### src/rtl/io_map_decoder.sv
// io_map_decoder
//   Registered CPU chip-select decoder. A strobe cycle's address is compared
//   against NUM_REGIONS base/mask regions. The lowest matching index wins.
//   The decoder drives a one-hot, active-low chip select and inserts
//   per-region wait states before raising ready. A CPU-written bank register
//   sits at BANK_ADDR. Its bit OVL_BIT drives overlay, which gates the
//   overlay-only regions.
//
//   Optional build macro: DECODE_TIMEOUT_EN
//     When it is defined, a strobe cycle that stays in WAIT/ACTIVE/HOLD for
//     2^TMO_W-1 clocks is forced off the bus: timeout pulses, cs_n is
//     released, ready is raised, and the FSM parks in HOLD until as_n rises.
//
// Ports
//   clk        in   system clock
//   rst        in   synchronous active-high reset
//   as_n       in   CPU address strobe, active low
//   rw         in   1 = read, 0 = write
//   addr       in   CPU address [ADDR_W]
//   din        in   CPU data low bits [BANK_W]
//   cs_n       out  one-hot active-low chip selects [NUM_REGIONS]
//   ready      out  cycle may complete
//   decode_err out  one-clock pulse when no region matched
//   bank_q     out  bank register [BANK_W]
//   overlay    out  bank_q[OVL_BIT]
//   timeout    out  one-clock pulse on a timed-out cycle (0 unless enabled)
module io_map_decoder #(
    parameter int unsigned                        ADDR_W      = 16,
    parameter int unsigned                        NUM_REGIONS = 5,
    parameter logic [NUM_REGIONS*ADDR_W-1:0]      REGION_BASE =
        {16'h8000, 16'h5F80, 16'h2000, 16'h0000, 16'h0000},
    parameter logic [NUM_REGIONS*ADDR_W-1:0]      REGION_MASK =
        {16'h8000, 16'hFFE0, 16'hE000, 16'hE000, 16'hFC00},
    parameter int unsigned                        WAIT_W      = 3,
    parameter logic [NUM_REGIONS*WAIT_W-1:0]      REGION_WAIT =
        {3'd1, 3'd0, 3'd2, 3'd0, 3'd0},
    parameter logic [NUM_REGIONS-1:0]             OVL_ON      = 5'b00001,
    parameter logic [NUM_REGIONS-1:0]             OVL_OFF     = 5'b00000,
    parameter int unsigned                        BANK_W      = 5,
    parameter logic [ADDR_W-1:0]                  BANK_ADDR   = 16'h5F88,
    parameter int unsigned                        OVL_BIT     = 0,
    parameter int unsigned                        TMO_W       = 8
) (
    input  logic                   clk,
    input  logic                   rst,
    input  logic                   as_n,
    input  logic                   rw,
    input  logic [ADDR_W-1:0]      addr,
    input  logic [BANK_W-1:0]      din,
    output logic [NUM_REGIONS-1:0] cs_n,
    output logic                   ready,
    output logic                   decode_err,
    output logic [BANK_W-1:0]      bank_q,
    output logic                   overlay,
    output logic                   timeout
);

    localparam logic [2:0] S_IDLE   = 3'd0;
    localparam logic [2:0] S_DECODE = 3'd1;
    localparam logic [2:0] S_WAIT   = 3'd2;
    localparam logic [2:0] S_ACTIVE = 3'd3;
    localparam logic [2:0] S_HOLD   = 3'd4;

    logic [2:0]             r_state;
    logic [ADDR_W-1:0]      r_addr;
    logic                   r_rw;
    logic [NUM_REGIONS-1:0] r_sel;
    logic                   r_hit;
    logic [WAIT_W-1:0]      r_wait;
    logic [WAIT_W-1:0]      r_cnt;
    logic [NUM_REGIONS-1:0] r_cs_n;
    logic                   r_ready;
    logic                   r_err;
    logic [BANK_W-1:0]      r_bank;
    logic                   r_timeout;

    logic [NUM_REGIONS-1:0] w_match;
    logic [NUM_REGIONS-1:0] w_onehot;
    logic                   w_hit;
    logic [WAIT_W-1:0]      w_wait;
    logic                   w_bank_wr;
    logic                   w_tmo_fire;

    // Region match against the live address. The overlay used here is the
    // registered bank bit, so a bank write only affects the next strobe.
    always_comb begin
        w_match = '0;
        for (int unsigned i = 0; i < NUM_REGIONS; i++) begin
            w_match[i] = ((addr & REGION_MASK[i*ADDR_W +: ADDR_W]) ==
                          REGION_BASE[i*ADDR_W +: ADDR_W])
                         && !(OVL_ON[i]  && !r_bank[OVL_BIT])
                         && !(OVL_OFF[i] &&  r_bank[OVL_BIT]);
        end
    end

    // Fixed priority: first (lowest) match wins.
    always_comb begin
        w_onehot = '0;
        w_hit    = 1'b0;
        w_wait   = '0;
        for (int unsigned i = 0; i < NUM_REGIONS; i++) begin
            if (w_match[i] && !w_hit) begin
                w_hit       = 1'b1;
                w_onehot[i] = 1'b1;
                w_wait      = REGION_WAIT[i*WAIT_W +: WAIT_W];
            end
        end
    end

    assign w_bank_wr = !r_rw && (r_addr == BANK_ADDR);

`ifdef DECODE_TIMEOUT_EN
    localparam logic [TMO_W-1:0] TMO_MAX = '1;
    logic [TMO_W-1:0] r_tmo;

    assign w_tmo_fire = (r_tmo == TMO_MAX - 1'b1);

    // The counter saturates at TMO_MAX, so a cycle parked in HOLD after a
    // timeout does not pulse again.
    always_ff @(posedge clk) begin
        if (rst) begin
            r_tmo <= '0;
        end else if (r_state == S_DECODE) begin
            r_tmo <= '0;
        end else if ((r_state == S_WAIT || r_state == S_ACTIVE ||
                      r_state == S_HOLD) && r_tmo != TMO_MAX) begin
            r_tmo <= r_tmo + 1'b1;
        end
    end
`else
    assign w_tmo_fire = 1'b0;
`endif

    always_ff @(posedge clk) begin
        if (rst) begin
            r_state   <= S_IDLE;
            r_addr    <= '0;
            r_rw      <= 1'b1;
            r_sel     <= '0;
            r_hit     <= 1'b0;
            r_wait    <= '0;
            r_cnt     <= '0;
            r_cs_n    <= '1;
            r_ready   <= 1'b0;
            r_err     <= 1'b0;
            r_bank    <= '0;
            r_timeout <= 1'b0;
        end else begin
            r_err     <= 1'b0;
            r_timeout <= 1'b0;
            case (r_state)
                S_IDLE: begin
                    if (!as_n) begin
                        r_addr  <= addr;
                        r_rw    <= rw;
                        r_sel   <= w_onehot;
                        r_hit   <= w_hit;
                        r_wait  <= w_wait;
                        r_state <= S_DECODE;
                    end
                end
                S_DECODE: begin
                    if (!r_hit) begin
                        r_err   <= 1'b1;
                        r_ready <= 1'b1;
                        r_state <= S_HOLD;
                        if (w_bank_wr) r_bank <= din;
                    end else if (r_wait == '0) begin
                        r_cs_n  <= ~r_sel;
                        r_ready <= 1'b1;
                        r_state <= S_ACTIVE;
                        if (w_bank_wr) r_bank <= din;
                    end else begin
                        r_cs_n  <= ~r_sel;
                        r_ready <= 1'b0;
                        r_cnt   <= r_wait;
                        r_state <= S_WAIT;
                    end
                end
                S_WAIT: begin
                    if (as_n) begin
                        // Aborted strobe: release without ready or bank write.
                        r_cs_n  <= '1;
                        r_ready <= 1'b0;
                        r_state <= S_IDLE;
                    end else if (w_tmo_fire) begin
                        r_timeout <= 1'b1;
                        r_cs_n    <= '1;
                        r_ready   <= 1'b1;
                        r_state   <= S_HOLD;
                    end else if (r_cnt == WAIT_W'(1)) begin
                        r_ready <= 1'b1;
                        r_state <= S_ACTIVE;
                        if (w_bank_wr) r_bank <= din;
                    end else begin
                        r_cnt <= r_cnt - 1'b1;
                    end
                end
                S_ACTIVE, S_HOLD: begin
                    if (as_n) begin
                        r_cs_n  <= '1;
                        r_ready <= 1'b0;
                        r_state <= S_IDLE;
                    end else if (w_tmo_fire) begin
                        r_timeout <= 1'b1;
                        r_cs_n    <= '1;
                        r_ready   <= 1'b1;
                        r_state   <= S_HOLD;
                    end
                end
                default: begin
                    r_cs_n  <= '1;
                    r_ready <= 1'b0;
                    r_state <= S_IDLE;
                end
            endcase
        end
    end

    assign cs_n       = r_cs_n;
    assign ready      = r_ready;
    assign decode_err = r_err;
    assign bank_q     = r_bank;
    assign overlay    = r_bank[OVL_BIT];
    assign timeout    = r_timeout;

endmodule

### config.mk
export PLATFORM = sky130hd
export DESIGN_NAME = io_map_decoder
export DESIGN_NICKNAME = d
export VERILOG_FILES = /design/src/rtl/io_map_decoder.sv
export SDC_FILE = /design/constraint.sdc
export NUM_CORES = 1
export LEC_CHECK = 0
export ABC_AREA = 1
export CORE_MARGIN = 3
export CORE_UTILIZATION = 35
export CTS_CLUSTER_SIZE = 20
export DETAILED_ROUTE_END_ITERATION = 16
export PLACE_DENSITY = 0.55
export SLEW_MARGIN = 5
export SYNTH_ARGS = -nofsm -noshare
export SYNTH_HDL_FRONTEND = slang
export SYNTH_SLANG_ARGS = --single-unit
export TNS_END_PERCENT = 30
### constraint.sdc
create_clock -name clk -period 3.15 [get_ports clk]
set_clock_uncertainty 0.2 [all_clocks]
set_input_delay 0.4725 -clock clk [delete_from_list [all_inputs] [get_ports clk]]
set_output_delay 0.4725 -clock clk [all_outputs]
set_load 0.01 [all_outputs]
* After elaboration in Yosys (flattened, before gate mapping) *
Cells that the tools add are included.

operators by class
  $add $sub $neg = 1
  equality and inequality tests = 18
  multiplexer cells = 40
  bitwise gates (word level) = 4
  reductions and logical operators = 25

operator list
  cell                                              count
  two-way mux 5 bit                                 7
  two-way mux 3 bit                                 11
  logical NOT 16 bit                                2
  == test 16 x 15 -> 1 bit (second input constant)  1
  two-way mux 1 bit                                 16
  case mux 5 bit (3 select lines)                   1
  != test 2 bit (second input constant)             7
  case mux 3 bit (4 select lines)                   1
  == test 11 x 10 -> 1 bit (second input constant)  1
  case mux 5 bit (2 select lines)                   1
  == test 3 x 1 -> 1 bit (second input constant)    3
  AND reduction 3 bit                               3
  == test 3 x 2 -> 1 bit (second input constant)    2
  logical AND 1 bit                                 6
  logical NOT 3 bit                                 2
  != test 3 bit (second input constant)             2
  case mux 3 bit (2 select lines)                   1
  logical NOT 1 bit                                 5
  NOT 5 bit                                         1
  AND reduction 5 bit                               1
  case mux 1 bit (4 select lines)                   1
  AND reduction 4 bit                               1
  OR reduction 2 bit                                2
  == test 3 bit (second input constant)             1
  7 further kinds                                   9

storage, ports and cells
  register bits = 44
  input bits = 25
  word-level logic and storage cells = 99

* Depth between registers and ports, before layout *
Gate-level depths: netlist of run 1.

  depth after elaboration = 15
  depth in mapped cells = 10
  mapped depth without buffers = 10

* Worst setup path after synthesis of run 1 *
Ideal clock, no wire load.

  path type = in2reg
  start = input port rst
  end = register r_rw
  setup time = 0.138 ns
  data arrival time = 1.153 ns
  data required time = 2.812 ns
  path slack = 1.658 ns
  stages on the path = 4
  path buffers = 2
  cell sequence = clkbuf_1 -> inv_1 -> clkbuf_1 -> o211ai_1

RTL lines
  element               line  text
  from (decl)           45    input logic rst,
  to (signal assigned)  155   r_rw <= rw;
  to (decl)             66    logic r_rw;

No word-level cell between the ends.

==> results of run 1 <==
## placed cells by master, fill, tap and decap left out, types with 6 or more instances in the layout
cell and instances:
nand2_1 72, nor2_1 50, dfxtp_1 42, clkdlybuf4s50_1 37
inv_1 32, a21oi_1 26, nand3_1 24, o21ai_0 13
clkbuf_8 6
## path summary, 6_finish.rpt
check / start / endpoint / slack [ns] / cells after the start
worst max-delay path: rst / r_addr[6] / 1.19 / 5
worst min-delay path: r_addr[11] / r_addr[11] / 0.25 / 2
worst max register to register: r_state[2] / cs_n[3] / 1.37 / 8
worst min register to register: r_addr[11] / r_addr[11] / 0.25 / 2
## Yosys cell counts, drive strengths merged
master,instances
clkinv,1
o22ai,1
buf,7
clkbuf,4
conb,1
nor2,54
o211ai,1
nand2,73
nand4,3
o21ai,14
dfxtp,42
nand3,27
a21oi,27
inv,35
xnor2,1
nor3,3
ha,2
## per-layer routing
| metal | global-route usage (%) | share of wire, % |
|---|---|---|
| met2 | 20.9 | 44 |
| met3 | 3.77 | 3.2 |
| met4 | 4.05 | 1.0 |
| met5 | 0 | 0 |
| met1 | 21.6 | 52 |
## metrics by stage
step | std cells | total power [W] | setup slack, ns | hold slack [ns] | utilization [%]
2_1_floorplan | 296 | 0.00132 | 1.66 | 0.230 | -
3_3_place_gp | 394 | 0.00151 | 0.929 | 0.242 | 45.0
3_5_place_dp | 394 | 0.00151 | 0.876 | 0.244 | 45.0
4_1_cts | 401 | 0.00194 | 1.18 | 0.256 | 47.2
5_1_grt | 401 | 0.00209 | 1.03 | 0.268 | 47.2
6_report | 401 | 0.00192 | 1.19 | 0.255 | 47.2
## final cells by class
cell class,instances,area (um^2)
well taps,70,87.6
repair buffers,39,385
flip-flops and latches,42,841
inverters,36,136
fillers,555,2800
multi-input cells,207,938
clock buffers,6,82.6
clock inverters,1,30.0
## kinds of logic after synthesis
logic type | Yosys count | share of synthesized area (%)
AO/OA/AOI/OAI | 43 | 11.2
XOR/XNOR | 1 | 0.440
adder cells (fa/ha/maj) | 2 | 1.26
buffers and inverters | 47 | 10.6
flip-flops | 42 | 42.3
other | 1 | 0.188
AND/OR/NAND/NOR | 160 | 34.1
## critical path, delay by kind of cell
kind	cells	cell delay, ns
buf+inv	3	1.13
compound gates	2	0.38
## where the power goes
group          switching, W  internal [W]  total [W]
Sequential        0.0000734      0.000651   0.000725
Combinational      0.000487      0.000283   0.000770
Clock              0.000174      0.000254   0.000427
Total              0.000734       0.00119    0.00192
## state kept, by name, summed over array words and instances, names as in the netlist, 2 cells and up
signal,cells
r_addr,16
bank_q,5
cs_n,5
r_sel,4
r_cnt,3
r_state,3
r_wait,2
==> key figures, run 1 <==
Setup path
  – Cell at the slowest stage of the critical path: inv_1
  – CP Class: primary input to register
  – Endpoint type of the worst setup path: register
  – Setup crit start kind: primary input
  – Critical Path AT: 1.99 ns
  – Crit-path max FO: 24
  – CP cell instances: clkdlybuf4s50_1 -> buf_4 -> inv_1 -> o21ai_0 -> a21oi_1
  – Critical Path RT: between 3 and 4 ns
  – Delay of the slowest cell on the worst path: 0.54 ns

Synthesis
  – Synth top area share: a little over two fifths
  – Sequential share of the synthesized area: 42.3%
  – Mean area per synthesized cell: 6.72 um^2
  – Flops & latches, synth: 42
  – Area leader, netlist: dfxtp_1
  – Syn_nets: 323
  – Synthesized cell area: 0.00199 mm^2
  – Synthesized instance count: 296
  – Top post-synthesis cells by area: dfxtp_1, nand2_1, nor2_1, a21oi_1, nand3_1
  – Yosys warning count: 0
  – Netlist cell types: 26

Timing
  – Setup-violating endpoint count in the final report: 0
  – Max Slew Vio Count: 0
  – Period minus WS final: 1.96 ns
  – FMAX: 509 MHz
  – RSZ-0062 raised after global routing: false
  – Slew HR: 53.0%
  – Fin Setup TNS: 0 ns
  – Fin crit share: 62.4%
  – Slew @ Worst Pin: 0.704 ns
  – Final Hold Viols: 0

Hold path
  – Min-delay worst type: register to register

Clock tree
  – Number of CTS-inserted buffers: 5
  – PostCTS Resize Cnt: 0
  – Number of H-tree levels: 2
  – Worst skew pair latency: 0.29 ns
  – CTS tree: done
  – Clock root cell: clkbuf_8
  – CTS sink count: 42
  – CTS clk-pin slew, worst paths: approximately 0.070 ns
  – Longest Clk Path Bufs: 2
  – Setup bufs post-CTS: 0
  – CTS Hold Bufs: 0

Drt
  – Final ANT Viol Nets: 0
  – Via count: 1,828
  – WL per Instance: between 10 and 15 um
  – Iteration-0 DRC Markers: 51
  – Final WL: 4490 um
  – Number of detailed-route iterations in the first pass: 4
  – Vias/cell: roughly 4.6
  – DRC: 0

Floorplan
  – Std cell rows: 26
  – Die Ht: around 80 um
  – IO Count: 39
  – Die area: ~0.0066 mm^2
  – Starting Density: 37.5%
  – Core area: 0.00530 mm^2
  – Die Wd: just over 80 um

GRT
  – Largest net degree at the start of global routing: 25
  – Wire length of the first global-routing pass: 7490 um
  – GRT Overall Usage: 14.7%
  – Initial antenna violation count: 0
  – Grt total ovfl: 0
  – Vias in the first global route: between 1,500 and 2,000

Job
  – MaxCap Viol Count: 0

Placed design
  – Cell Area, Placed: 0.00239 mm^2
  – Detailed placement HPWL: 3380 um
  – GPL Wtd Cong: around 0.8
  – Port Buf Inserts: 37

Run status
  – Status: completed

Cells and area
  – Design Area, Final: 0.00250 mm^2
  – # nets final: 358
  – Share of post-route cells with drive strength above 1: 6.65%
  – Area Overhead vs Synth: 25.7%
  – Antenna cell count: 0

Pwr
  – PwrDens: 768 mW/mm^2
  – Peak supply drop: 334 uV
  – Leak pwr: 1.03 nW
Note: power is estimated with default switching activity, not from simulation.
==> inputs of run 2 (changes only) <==
==> constraint.sdc (replaced) <==
create_clock -name clk -period 2 [get_ports clk]
set_clock_uncertainty 0.2 [all_clocks]
set_input_delay 0.3 -clock clk [delete_from_list [all_inputs] [get_ports clk]]
set_output_delay 0.3 -clock clk [all_outputs]
set_load 0.01 [all_outputs]
==> key figures, run 2 (synthesized netlist as in run 1, its figures left out) <==
Cells and area
  – # nets final: 359 (+0.28%)
  – Design Area, Final: 0.00252 mm^2 (+0.70%)
  – Top reg by flops: r_addr
  – Area Overhead vs Synth: 26.6%
  – Share of post-route cells with drive strength above 1: 6.91% (+0.26 points)
  – Fillers: 576 (+3.8%)
  – Most frequent cells in the layout: nand2_1, nor2_1, dfxtp_1, clkdlybuf4s50_1, inv_1
  – Most common cell after layout, fill and taps aside: nand2_1
  – Antenna cell count: 0 (unchanged)
  – Largest register FFs: 16 (unchanged)

Timing
  – Max Slew Vio Count: 0 (unchanged)
  – Fin Setup TNS: 0 ns (unchanged)
  – Setup-violating endpoint count in the final report: 0 (unchanged)
  – RSZ-0062 raised after global routing: false
  – Fin crit share: roughly nine tenths
  – Final setup margin: 0.205 ns (-0.980 ns)
  – Period minus WS final: roughly 1.8 ns
  – Final Hold Viols: 0 (unchanged)
  – Hold Slack: 0.253 ns (-0.00206 ns)
  – FMAX: 557 MHz

Setup path
  – CP cell instances: clkdlybuf4s50_1
  – CP Class: register to output port
  – Crit-path max FO: 4 (-83%)
  – Critical path's top delay family: buffers and inverters
  – Cell at the slowest stage of the critical path: clkdlybuf4s50_1
  – CP bufs+invs: 1 (-2)
  – Endpoint type of the worst setup path: output port
  – Critical Path AT: 1.30 ns (-0.69 ns)
  – Delay of the slowest cell on the worst path: 0.58 ns (+0.04 ns)
  – Critical Path RT: 1.50 ns (-1.67 ns)
  – Setup crit start kind: register

Pwr
  – PwrDens: 1220 mW/mm^2 (+58%)
  – Leak pwr: 1.04 nW (+0.43%)
  – Peak supply drop: 658 uV (+97%)
  – Net Switching: 0.00119 W (+63%)
  – Internal: 0.00187 W (+57%)
  – Clk pwr share: 21.7% (-0.5 points)
  – Gate power share: 40.9% (+0.9 points)
  – Switching Fraction: 39.0% (+0.81 points)
  – Tot Pwr: 0.00306 W (+59%)
  – Seq pwr share: 37.3% (-0.4 points)

Clock tree
  – CTS clk-pin slew, worst paths: 0.08 ns (about the same)
  – CTS tree: done
  – Longest Clk Path Bufs: 2 (unchanged)
  – CTS Hold Bufs: 0 (unchanged)
  – Number of H-tree levels: 2 (unchanged)
  – PostCTS Resize Cnt: 0 (unchanged)
  – CTS sink count: 42 (unchanged)
  – Clock root cell: clkbuf_8
  – Worst skew pair latency: 0.29 ns (about the same)
  – Number of CTS-inserted buffers: 5 (unchanged)
  – Setup bufs post-CTS: 0 (unchanged)

Placed design
  – Port Buf Inserts: 37 (unchanged)
  – GPL Wtd Cong: 0.789 (-1.6%)
  – Detailed placement HPWL: 3470 um (+2.7%)
  – Pre-CTS setup slack: 0.00246 ns (-0.873 ns)
  – Cell Area, Placed: 0.00241 mm^2 (+0.84%)

GRT
  – Largest net degree at the start of global routing: 25 (unchanged)
  – Vias in the first global route: 1,603 (-1.9%)
  – Initial antenna violation count: 0 (unchanged)
  – GRT Overall Usage: 15.0% (+0.35 points)
  – Grt total ovfl: 0 (unchanged)
  – Wire length of the first global-routing pass: 7560 um (+0.92%)

Drt
  – Final WL: 4650 um (+3.6%)
  – Via count: 1,865 (+2.0%)
  – WL per Instance: 11.5 um (+3.1%)
  – Vias/cell: 4.63 (+1.5%)
  – Number of detailed-route iterations in the first pass: 4 (unchanged)
  – Final ANT Viol Nets: 0 (unchanged)
  – DRC: 0 (unchanged)
  – Iteration-0 DRC Markers: 86 (+69%)

Floorplan
  – Starting Density: 37.5% (unchanged)
  – Core area: 0.00530 mm^2 (unchanged)
  – IO Count: 39 (unchanged)
  – Die area: 0.00662 mm^2 (unchanged)
  – Std cell rows: 26 (unchanged)
  – Die Ht: 81.4 um (unchanged)
  – Die Wd: 81.4 um (unchanged)

Hold path
  – Min-delay worst type: register to register

Run status
  – Status: completed

Job
  – MaxCap Viol Count: 0 (unchanged)
[run 2: metal layers]
metal | GRT usage [%] | up-vias | share of wire [%]
met5 | 0 | - | 0
met4 | 5.57 | 0 | 1.5
met3 | 3.10 | 8 | 3.3
met2 | 22.4 | 27 | 43
met1 | 21.2 | 830 | 52
li1 | - | 1000 | -
[run 2: final cells by class]
| type | count | area [um^2] | area share [%] |
|---|---|---|---|
| Inverter | 36 | 136 | 5.41 |
| Sequential cell | 42 | 841 | 33.4 |
| Tap cell | 70 | 87.6 | 3.48 |
| Clock buffer | 6 | 72.6 | 2.88 |
| Multi-Input combinational cell | 207 | 938 | 37.3 |
| Clock inverter | 2 | 37.5 | 1.49 |
| Timing Repair Buffer | 40 | 405 | 16.1 |
[run 2: path summary, 6_finish.rpt]
path               from         end  slack (ns)  cells after the start
max reg2reg  r_state[2]     cs_n[1]        0.25                      8
max           bank_q[0]     overlay        0.20                      1
min          r_addr[12]  r_addr[12]        0.25                      2
min reg2reg  r_addr[12]  r_addr[12]        0.25                      2
[run 2: stage by stage]
| step | utilization (%) | cells |
|---|---|---|
| 2_1_floorplan | - | 296 |
| 3_3_place_gp | 45.4 | 395 |
| 3_5_place_dp | 45.4 | 395 |
| 4_1_cts | 47.5 | 403 |
| 5_1_grt | 47.5 | 403 |
| 6_report | 47.5 | 403 |
[run 2: power by group through the flow]
stage	combinational, W	clock, W	sequential, W
4_1_cts	0.00126	0.000684	0.00114
3_3_place_gp	0.00126	0	0.00116
5_1_grt	0.00147	0.000726	0.00117
3_5_place_dp	0.00125	0	0.00116
2_1_floorplan	0.000927	0	0.00115
6_report	0.00125	0.000666	0.00114
==> inputs of run 3 (changes only) <==
--- a/config.mk
+++ b/config.mk
@@ -6,11 +6,11 @@
 export NUM_CORES = 1
 export LEC_CHECK = 0
 export ABC_AREA = 1
-export CORE_MARGIN = 3
-export CORE_UTILIZATION = 35
+export CORE_MARGIN = 4
+export CORE_UTILIZATION = 51
 export CTS_CLUSTER_SIZE = 20
 export DETAILED_ROUTE_END_ITERATION = 16
-export PLACE_DENSITY = 0.55
+export PLACE_DENSITY = 0.76
 export SLEW_MARGIN = 5
 export SYNTH_ARGS = -nofsm -noshare
 export SYNTH_HDL_FRONTEND = slang
==> key figures, run 3 (synthesized netlist as in run 1, its figures left out) <==
Cells and area
  – Area of the multi-input gates: 938 um^2 (unchanged)
  – Fillers: 340 (-41%)
  – Post-Layout Cell Count: 381 (-5.5%)
  – Largest register FFs: 16 (unchanged)
  – Seq. cell area: 841 um^2 (unchanged)
  – Antenna cell count: 0 (unchanged)
  – Top reg by flops: r_addr
  – Most frequent cells in the layout: nand2_1, nor2_1, dfxtp_1, clkdlybuf4s50_1, inv_1
  – Most common cell after layout, fill and taps aside: nand2_1
  – Area Overhead vs Synth: 25.2%
  – # nets final: 359 (unchanged)
  – Share of post-route cells with drive strength above 1: 7.21% (+0.30 points)

Drt
  – Wire length on met2: 2100 um (+3.8%)
  – Number of detailed-route iterations in the first pass: 4 (unchanged)
  – WL per Instance: 11.6 um (+0.88%)
  – Wire length on met3: 208 um (+35%)
  – Vias/cell: 4.98 (+7.7%)
  – Top layer in use: met4
  – Via count: 1,899 (+1.8%)
  – Iteration-0 DRC Markers: 119 (+38%)
  – Final ANT Viol Nets: 0 (unchanged)
  – Wl on met1: 2020 um (-16%)
  – DRC: 0 (unchanged)
  – Final WL: 4440 um (-4.6%)

Setup path
  – CP Class: register to output port
  – Critical Path AT: 1.27 ns (-0.03 ns)
  – Critical Path RT: 1.50 ns (about the same)
  – CP cell instances: clkdlybuf4s50_1
  – R2R Setup Slk: 0.25 ns (about the same)
  – Delay of the slowest cell on the worst path: 0.57 ns (about the same)
  – Critical R2R Capture: cs_n[4]
  – Endpoint type of the worst setup path: output port
  – R2R depth: 8 (unchanged)
  – Crit-path max FO: 4 (unchanged)
  – Critical path's top delay family: buffers and inverters
  – CP bufs+invs: 1 (unchanged)
  – Setup crit start kind: register
  – R2R Path Start: r_state[0]
  – Cell at the slowest stage of the critical path: clkdlybuf4s50_1

Hold path
  – Min-delay worst type: register to register
  – Hold Path Depth: 2 (unchanged)
  – HP Start: r_addr[11]
  – Hold endpoint: r_addr[11]

Floorplan
  – Std cell rows: 22 (-15%)
  – Die Wd: 70.5 um (-13%)
  – Die area: 0.00496 mm^2 (-25%)
  – Starting Density: 53.5% (+16 points)
  – Die Ht: 70.5 um (-13%)
  – IO Count: 39 (unchanged)
  – Core area: 0.00372 mm^2 (-30%)

Timing
  – Final setup margin: 0.230 ns (+0.0250 ns)
  – Fin crit share: 88.5% (-1.2 points)
  – Final Hold Viols: 0 (unchanged)
  – Max Slew Vio Count: 0 (unchanged)
  – Period minus WS final: 1.77 ns (-0.0250 ns)
  – FMAX: 565 MHz (+1.4%)
  – RSZ-0062 raised after global routing: false
  – Setup-violating endpoint count in the final report: 0 (unchanged)
  – Fin Setup TNS: 0 ns (unchanged)

Pwr
  – Clk pwr share: 20.9% (-0.8 points)
  – Seq pwr share: 37.8% (+0.5 points)
  – Gate power share: 41.3% (+0.4 points)
  – Tot Pwr: 0.00302 W (-1.4%)
  – Peak supply drop: 780 uV (+19%)
  – Net Switching: 0.00117 W (-1.6%)
  – PwrDens: 1210 mW/mm^2 (-0.29%)
  – Switching Fraction: 38.9% (-0.093 points)
  – Internal: 0.00184 W (-1.2%)
  – Leak pwr: 1.04 nW (+0.59%)

GRT
  – Wire length of the first global-routing pass: 7780 um (+2.9%)
  – GRT Overall Usage: 19.4% (+4.3 points)
  – Grt total ovfl: 0 (unchanged)
  – Initial antenna violation count: 0 (unchanged)
  – Largest net degree at the start of global routing: 31 (+24%)
  – Vias in the first global route: 1,858 (+16%)

Placed design
  – Pre-CTS setup slack: 0.154 ns (+0.152 ns)
  – GPL Wtd Cong: 0.861 (+9.1%)
  – DP Cell Count: 373 (-5.6%)
  – Detailed placement HPWL: 3210 um (-7.4%)
  – Port Buf Inserts: 37 (unchanged)

Clock tree
  – CTS tree: done
  – CTS Hold Bufs: 0 (unchanged)
  – Clock root cell: clkbuf_8
  – Number of CTS-inserted buffers: 5 (unchanged)
  – Number of H-tree levels: 2 (unchanged)
  – CTS clk-pin slew, worst paths: 0.08 ns (about the same)
  – Setup bufs post-CTS: 0 (unchanged)
  – PostCTS Resize Cnt: 0 (unchanged)
  – CTS sink count: 42 (unchanged)
  – Worst skew pair latency: 0.30 ns (about the same)
  – Longest Clk Path Bufs: 2 (unchanged)

Job
  – MaxCap Viol Count: 0 (unchanged)

Run status
  – Status: completed
## run 3: cell types whose count changed in the layout (fill, tap and decap cells not counted)
cell	delta
clkbuf_8	+3
clkbuf_1	-1
bufinv_16	-1
clkinvlp_4	-1
## run 3: final cells by class
type | count | share of cell area (%)
Clock buffer | 8 | 4.42
Inverter | 36 | 5.47
Multi-Input combinational cell | 207 | 37.7
Sequential cell | 42 | 33.8
Tap cell | 48 | 2.41
Timing Repair Buffer | 40 | 16.3
## run 3: how the worst max path moves through the flow
| stage | startpoint | end | slack, ns | cells past startpoint |
|---|---|---|---|---|
| after floorplan | r_state[0] | bank_q[0] | 0.58 | 8 |
| after CTS | bank_q[0] | overlay | 0.21 | 1 |
| after global placement | as_n | cs_n[3] | 0.15 | 7 |
| after detailed placement | as_n | cs_n[3] | 0.15 | 7 |
| after global routing | r_state[0] | cs_n[4] | 0.13 | 8 |
| final | bank_q[0] | overlay | 0.23 | 1 |
## run 3: through the flow
step / hold slack [ns] / utilization (%) / instance area (um^2)
6_report: 0.255 / 67.0 / 2490
4_1_cts: 0.256 / 67.0 / 2490
3_3_place_gp: 0.239 / 64.1 / 2380
5_1_grt: 0.279 / 67.0 / 2490
3_5_place_dp: 0.245 / 64.1 / 2380
2_1_floorplan: 0.230 / - / 1990
## run 3: power groups by stage
stage	registers, W	logic [W]	clock network [W]
final	0.00114	0.00125	0.000631
after global routing	0.00116	0.00141	0.000686
after CTS	0.00114	0.00125	0.000641
after detailed placement	0.00116	0.00123	0
after global placement	0.00116	0.00122	0
after floorplan	0.00115	0.000927	0
## run 3: routing by layer
layer  global-route usage [%]  vias to the layer above
li1                         -                      998
met4                     8.72                        0
met2                     32.1                       45
met3                     4.75                       11
met1                     23.5                      845
met5                        0                        -
